**src/rtl/rps_match_driver.sv**
```systemverilog
// Initiator for the two-player rock-paper-scissors match core: sequences config and
// move pairs onto inizia/primo/secondo, samples manche/partita and keeps match statistics.
module rps_match_driver #(
    parameter int TIMEOUT = 4,
    parameter int CW      = 4
) (
    input  logic          clk,
    input  logic          rst_n,
    input  logic          start,
    input  logic [3:0]    cfg,
    input  logic          mv_valid,
    input  logic [1:0]    mv_p1,
    input  logic [1:0]    mv_p2,
    output logic          mv_ready,
    output logic          inizia,
    output logic [1:0]    primo,
    output logic [1:0]    secondo,
    input  logic [1:0]    manche,
    input  logic [1:0]    partita,
    output logic          busy,
    output logic          done,
    output logic [1:0]    winner,
    output logic          timeout,
    output logic [CW-1:0] wins_p1,
    output logic [CW-1:0] wins_p2,
    output logic [CW-1:0] draws,
    output logic [CW-1:0] rejected
);

    typedef enum logic [2:0] {
        S_IDLE, S_INIT, S_DRIVE, S_PRESENT, S_SAMPLE, S_DRAIN, S_END
    } state_t;

    localparam int TW = (TIMEOUT > 1) ? $clog2(TIMEOUT) : 1;

    state_t         state, state_n;
    logic [3:0]     cfg_q;
    logic [3:0]     max_rounds;
    logic [3:0]     rounds_done;
    logic [3:0]     rounds_inc;
    logic [1:0]     mv_p1_q, mv_p2_q;
    logic [TW-1:0]  drain_cnt;
    logic           round_valid;
    logic           drain_last;

    function automatic logic [CW-1:0] sat_inc(input logic [CW-1:0] v);
        return (&v) ? v : v + CW'(1);
    endfunction

    assign round_valid = (manche != 2'b00);
    assign rounds_inc  = rounds_done + {3'b000, round_valid};
    assign drain_last  = (drain_cnt == TW'(TIMEOUT - 1));

    always_ff @(posedge clk or negedge rst_n) begin
        if (!rst_n) state <= S_IDLE;
        else        state <= state_n;
    end

    // Fields are decoded from state so the move lives on primo/secondo for PRESENT only.
    always_comb begin
        state_n  = state;
        mv_ready = 1'b0;
        inizia   = 1'b0;
        primo    = 2'b00;
        secondo  = 2'b00;
        done     = 1'b0;
        busy     = (state != S_IDLE);
        case (state)
            S_IDLE:    if (start) state_n = S_INIT;
            S_INIT: begin
                inizia  = 1'b1;
                primo   = cfg_q[3:2];
                secondo = cfg_q[1:0];
                state_n = S_DRIVE;
            end
            S_DRIVE: begin
                mv_ready = 1'b1;
                if (mv_valid) state_n = S_PRESENT;
            end
            S_PRESENT: begin
                primo   = mv_p1_q;
                secondo = mv_p2_q;
                state_n = S_SAMPLE;
            end
            S_SAMPLE: begin
                if (partita != 2'b00)              state_n = S_END;
                else if (rounds_inc == max_rounds) state_n = S_DRAIN;
                else                               state_n = S_DRIVE;
            end
            S_DRAIN:   if (partita != 2'b00 || drain_last) state_n = S_END;
            S_END: begin
                done    = 1'b1;
                state_n = S_IDLE;
            end
            default:   state_n = S_IDLE;
        endcase
    end

    always_ff @(posedge clk or negedge rst_n) begin
        if (!rst_n) begin
            cfg_q       <= '0;
            max_rounds  <= '0;
            rounds_done <= '0;
            mv_p1_q     <= '0;
            mv_p2_q     <= '0;
            drain_cnt   <= '0;
            winner      <= '0;
            timeout     <= 1'b0;
            wins_p1     <= '0;
            wins_p2     <= '0;
            draws       <= '0;
            rejected    <= '0;
        end else begin
            case (state)
                S_IDLE: if (start) begin
                    cfg_q       <= cfg;
                    max_rounds  <= {2'b00, cfg[3:2]} + {2'b00, cfg[1:0]} + 4'd4;
                    rounds_done <= '0;
                    winner      <= '0;
                    timeout     <= 1'b0;
                    wins_p1     <= '0;
                    wins_p2     <= '0;
                    draws       <= '0;
                    rejected    <= '0;
                end
                S_DRIVE: if (mv_valid) begin
                    mv_p1_q <= mv_p1;
                    mv_p2_q <= mv_p2;
                end
                S_SAMPLE: begin
                    case (manche)
                        2'b01:   wins_p1  <= sat_inc(wins_p1);
                        2'b10:   wins_p2  <= sat_inc(wins_p2);
                        2'b11:   draws    <= sat_inc(draws);
                        default: rejected <= sat_inc(rejected);
                    endcase
                    rounds_done <= rounds_inc;
                    drain_cnt   <= '0;
                    if (partita != 2'b00) winner <= partita;
                end
                S_DRAIN: begin
                    if (partita != 2'b00) begin
                        winner <= partita;
                    end else if (drain_last) begin
                        timeout <= 1'b1;
                        winner  <= 2'b00;
                    end else begin
                        drain_cnt <= drain_cnt + TW'(1);
                    end
                end
                default: ;
            endcase
        end
    end

endmodule

```
**config.mk**
```make
export PLATFORM = sky130hd
export DESIGN_NAME = rps_match_driver
export DESIGN_NICKNAME = d
export VERILOG_FILES = /design/src/rtl/rps_match_driver.sv
export SDC_FILE = /design/constraint.sdc
export NUM_CORES = 1
export LEC_CHECK = 0
export ABC_AREA = 1
export CAP_MARGIN = 30
export CORE_UTILIZATION = 35
export DETAILED_ROUTE_END_ITERATION = 6
export PLACE_DENSITY = 0.61
export SLEW_MARGIN = 20
export SYNTH_ARGS = -nofsm -noshare
export SYNTH_HDL_FRONTEND = slang
export SYNTH_SLANG_ARGS = --single-unit
```
**constraint.sdc**
```tcl
create_clock -name clk -period 2.6 [get_ports clk]
set_clock_uncertainty 0.05 [all_clocks]
set_input_delay 0.52 -clock clk [delete_from_list [all_inputs] [get_ports clk]]
set_output_delay 0.52 -clock clk [all_outputs]
set_load 0.02 [all_outputs]
```
==> metrics <==
status=complete, no violations; fill count=638; Die H=80.8 um; clock root buffer=clkbuf_8; top area cells in the synthesized netlist=dfrtp_1 46%, nand2_1 12%, nand3_1 6.0%; multi-input logic area=1020 sq um; final wirelength=4.49 mm; clk sink count=40; n_diodes=0; max-slew violations=0; GP Congestion=0.765; Finished Layout Cells=388; global-route wire length before repair=7.76 mm; PortBufs=42; ratio of cells with drive above 1 in the final layout=11.8%; core area=5960 sq um; PD cells=927 nW/um^2; Layout Cell Area excl Fill=2800 sq um; Worst Path Buf+Inv=3; Async SR Flop Fraction=100%; worst skew pair latency=0.30 ns; Final min period=2.43 ns; chip width=80.8 um; GRT overflow=0; sequential cell area=1000 sq um; Flop pwr share=37.8%; Rel. slew slack=74.0%; measured slew at the worst slew-check pin=0.389 ns; drt first pass iters=4; share of Yosys cell area claimed by the top area cell type=46.0%; Final nets=338; Max VDD drop=0.000495 V; Net Switching=1080 uW; DP HPWL=3.34 mm; Clock Power Share=14.9%; setup ws final=0.174 ns; Vias/cell=4.63; internal power=1510 uW; Startpoint Class=flop; Initial Util=36.5%; mean area per synthesized cell=8.30 sq um; Fmax achieved=0.412 GHz; Die ar.=6530 sq um; DRC=0; placed inst area=2700 sq um; Seq/Total Area, Yosys=46.0%; via count=1796; leak pwr=0.00135 uW; Top FF cell, synth=dfrtp_1; most instantiated library cell after synthesis=nand2_1; Area Growth Syn to Fin=28.5%; TritonCTS clock tree=done; std cell rows=28; most frequent cells after synthesis=71 x nand2_1, 40 x dfrtp_1, 29 x inv_1; Comb pwr share=47.3%; Max-Cap Viols=0; Num CTS Buffers=5; CP Class=flop to primary output; min-delay worst type=input pin to asynchronous set/reset pin; Syn Inst Count=262; drt first-iter violations=84; initial antenna violation count=0; Worst path slowest cell=clkdlybuf4s50_1; Global Route Usage Sum=16.1%; largest area contributor in the netlist=dfrtp_1; Worst EP required=2.03 ns; Worst EP arrival=1.86 ns; RSZ-0062 raised after global routing=false; Fin. Hold Viols=0; Finish-stage setup viols=0; slowest cell delay on critical path=0.63 ns; Synth Warn #=0; switching portion of total power=41.7%; CP endpoint kind=primary output; syn nets=287; number of synthesized flops with an enable pin=0; Cells after DPL=380; count of cell types in the netlist=35; dpl ws=-0.00550 ns; CTS H-tree depth=2; period utilization=93.3%; Mapped Area=2170 sq um; vias in the first global route=1787; io pins=43; antenna viol nets, final=0; largest net degree at the start of global routing=41; Worst path top cell family by delay=buffers and inverters; clock buffer depth=2; Worst-path clk slew=0.07 ns; worst path cell trace=inv_1, nor3_1, buf_4, nand2_1, o21ai_0, clkdlybuf4s50_1; #FFs+latches synth=40; WL per Instance=11.6 um; critical path peak fanout=7
power by group through the flow:
stage / Sequential [uW] / Combinational, uW / Clock (uW)
floorplan: 1010 / 771 / 0
finish: 980 / 1230 / 385
global route: 1010 / 1400 / 428
detailed placement: 991 / 1240 / 0
global placement: 985 / 1220 / 0
CTS: 981 / 1250 / 403
flip-flops by register name (all words and copies together), names as in the netlist:
signal / flops
max_rounds: 4
rejected: 4
wins_p2: 4
timeout: 1
cfg_q: 4
wins_p1: 4
winner: 2
mv_p1_q: 2
rounds_done: 4
draws: 4
state: 3
mv_p2_q: 2
drain_cnt: 2
stage by stage:
stage | TNS, ns | hold slack, ns | total power (uW) | utilization [%]
floorplan | 0 | 0.174 | 1780 | -
global placement | 0 | 0.416 | 2200 | 45.3
detailed placement | -0.00550 | 0.418 | 2240 | 45.3
CTS | 0 | 0.334 | 2630 | 46.6
global route | 0 | 0.104 | 2840 | 46.9
finish | 0 | 0.0906 | 2590 | 46.9
repair_timing:
item,in CTS,in global routing
resized for setup,0,1
buffers inserted,0,0
endpoints found under the setup margin,0,4
hold buffers,0,0
final cells by class:
class / instances / area share [%]
tap: 75 / 3.36
multi-input combinational: 183 / 36.5
inverter: 36 / 4.83
sequential: 40 / 35.9
clock inverter: 1 / 0.179
clock buffer: 6 / 2.60
timing repair buffer: 47 / 16.7
cell usage in the layout, fill, tap and decap left out, drive strengths merged, types with 2 or more instances in the layout:
cell / instances
xor2: 5
inv: 36
o31ai: 5
nand4: 3
a21oi: 7
nor2: 19
nor3: 3
nand3: 27
ha: 8
buf: 6
clkbuf: 6
nand2: 76
a22o: 2
clkdlybuf4s50: 41
mux2i: 3
dfrtp: 40
xnor2: 3
o21ai: 14
logic make-up (layout without fill, tap and decap cells):
family / count (synthesis) / in the layout / synth area share, %
AND/OR/NAND/NOR: 129 / 129 / 26.5
flip-flops: 40 / 40 / 46.0
buffers and inverters: 39 / 90 / 7.02
AO/OA/AOI/OAI: 33 / 33 / 9.78
adder cells (fa/ha/maj): 9 / 9 / 5.52
XOR/XNOR: 8 / 8 / 3.22
multiplexers: 4 / 4 / 1.90
worst paths after layout:
check / startpoint / to / slack (ns) / cells after the start
min in group clk: winner[0] / winner[0] / 0.43 / 2
max: state[0] / primo[0] / 0.17 / 6
min: rst_n / cfg_q[1] / 0.09 / 1
max reg2reg: rounds_done[0] / state[1] / 0.82 / 12
max in group asynchronous: rst_n / state[0] / 1.94 / 2
min reg2reg: winner[0] / winner[0] / 0.43 / 2
per-layer routing:
layer	up-vias	part of all wire, %	GRT usage (%)
li1	947	-	-
met1	818	47	19.1
met2	25	48	26.4
met3	6	3.7	4.72
met4	0	1.9	7.86
met5	-	0	0
No activity file was read; power rests on OpenSTA's default activity.
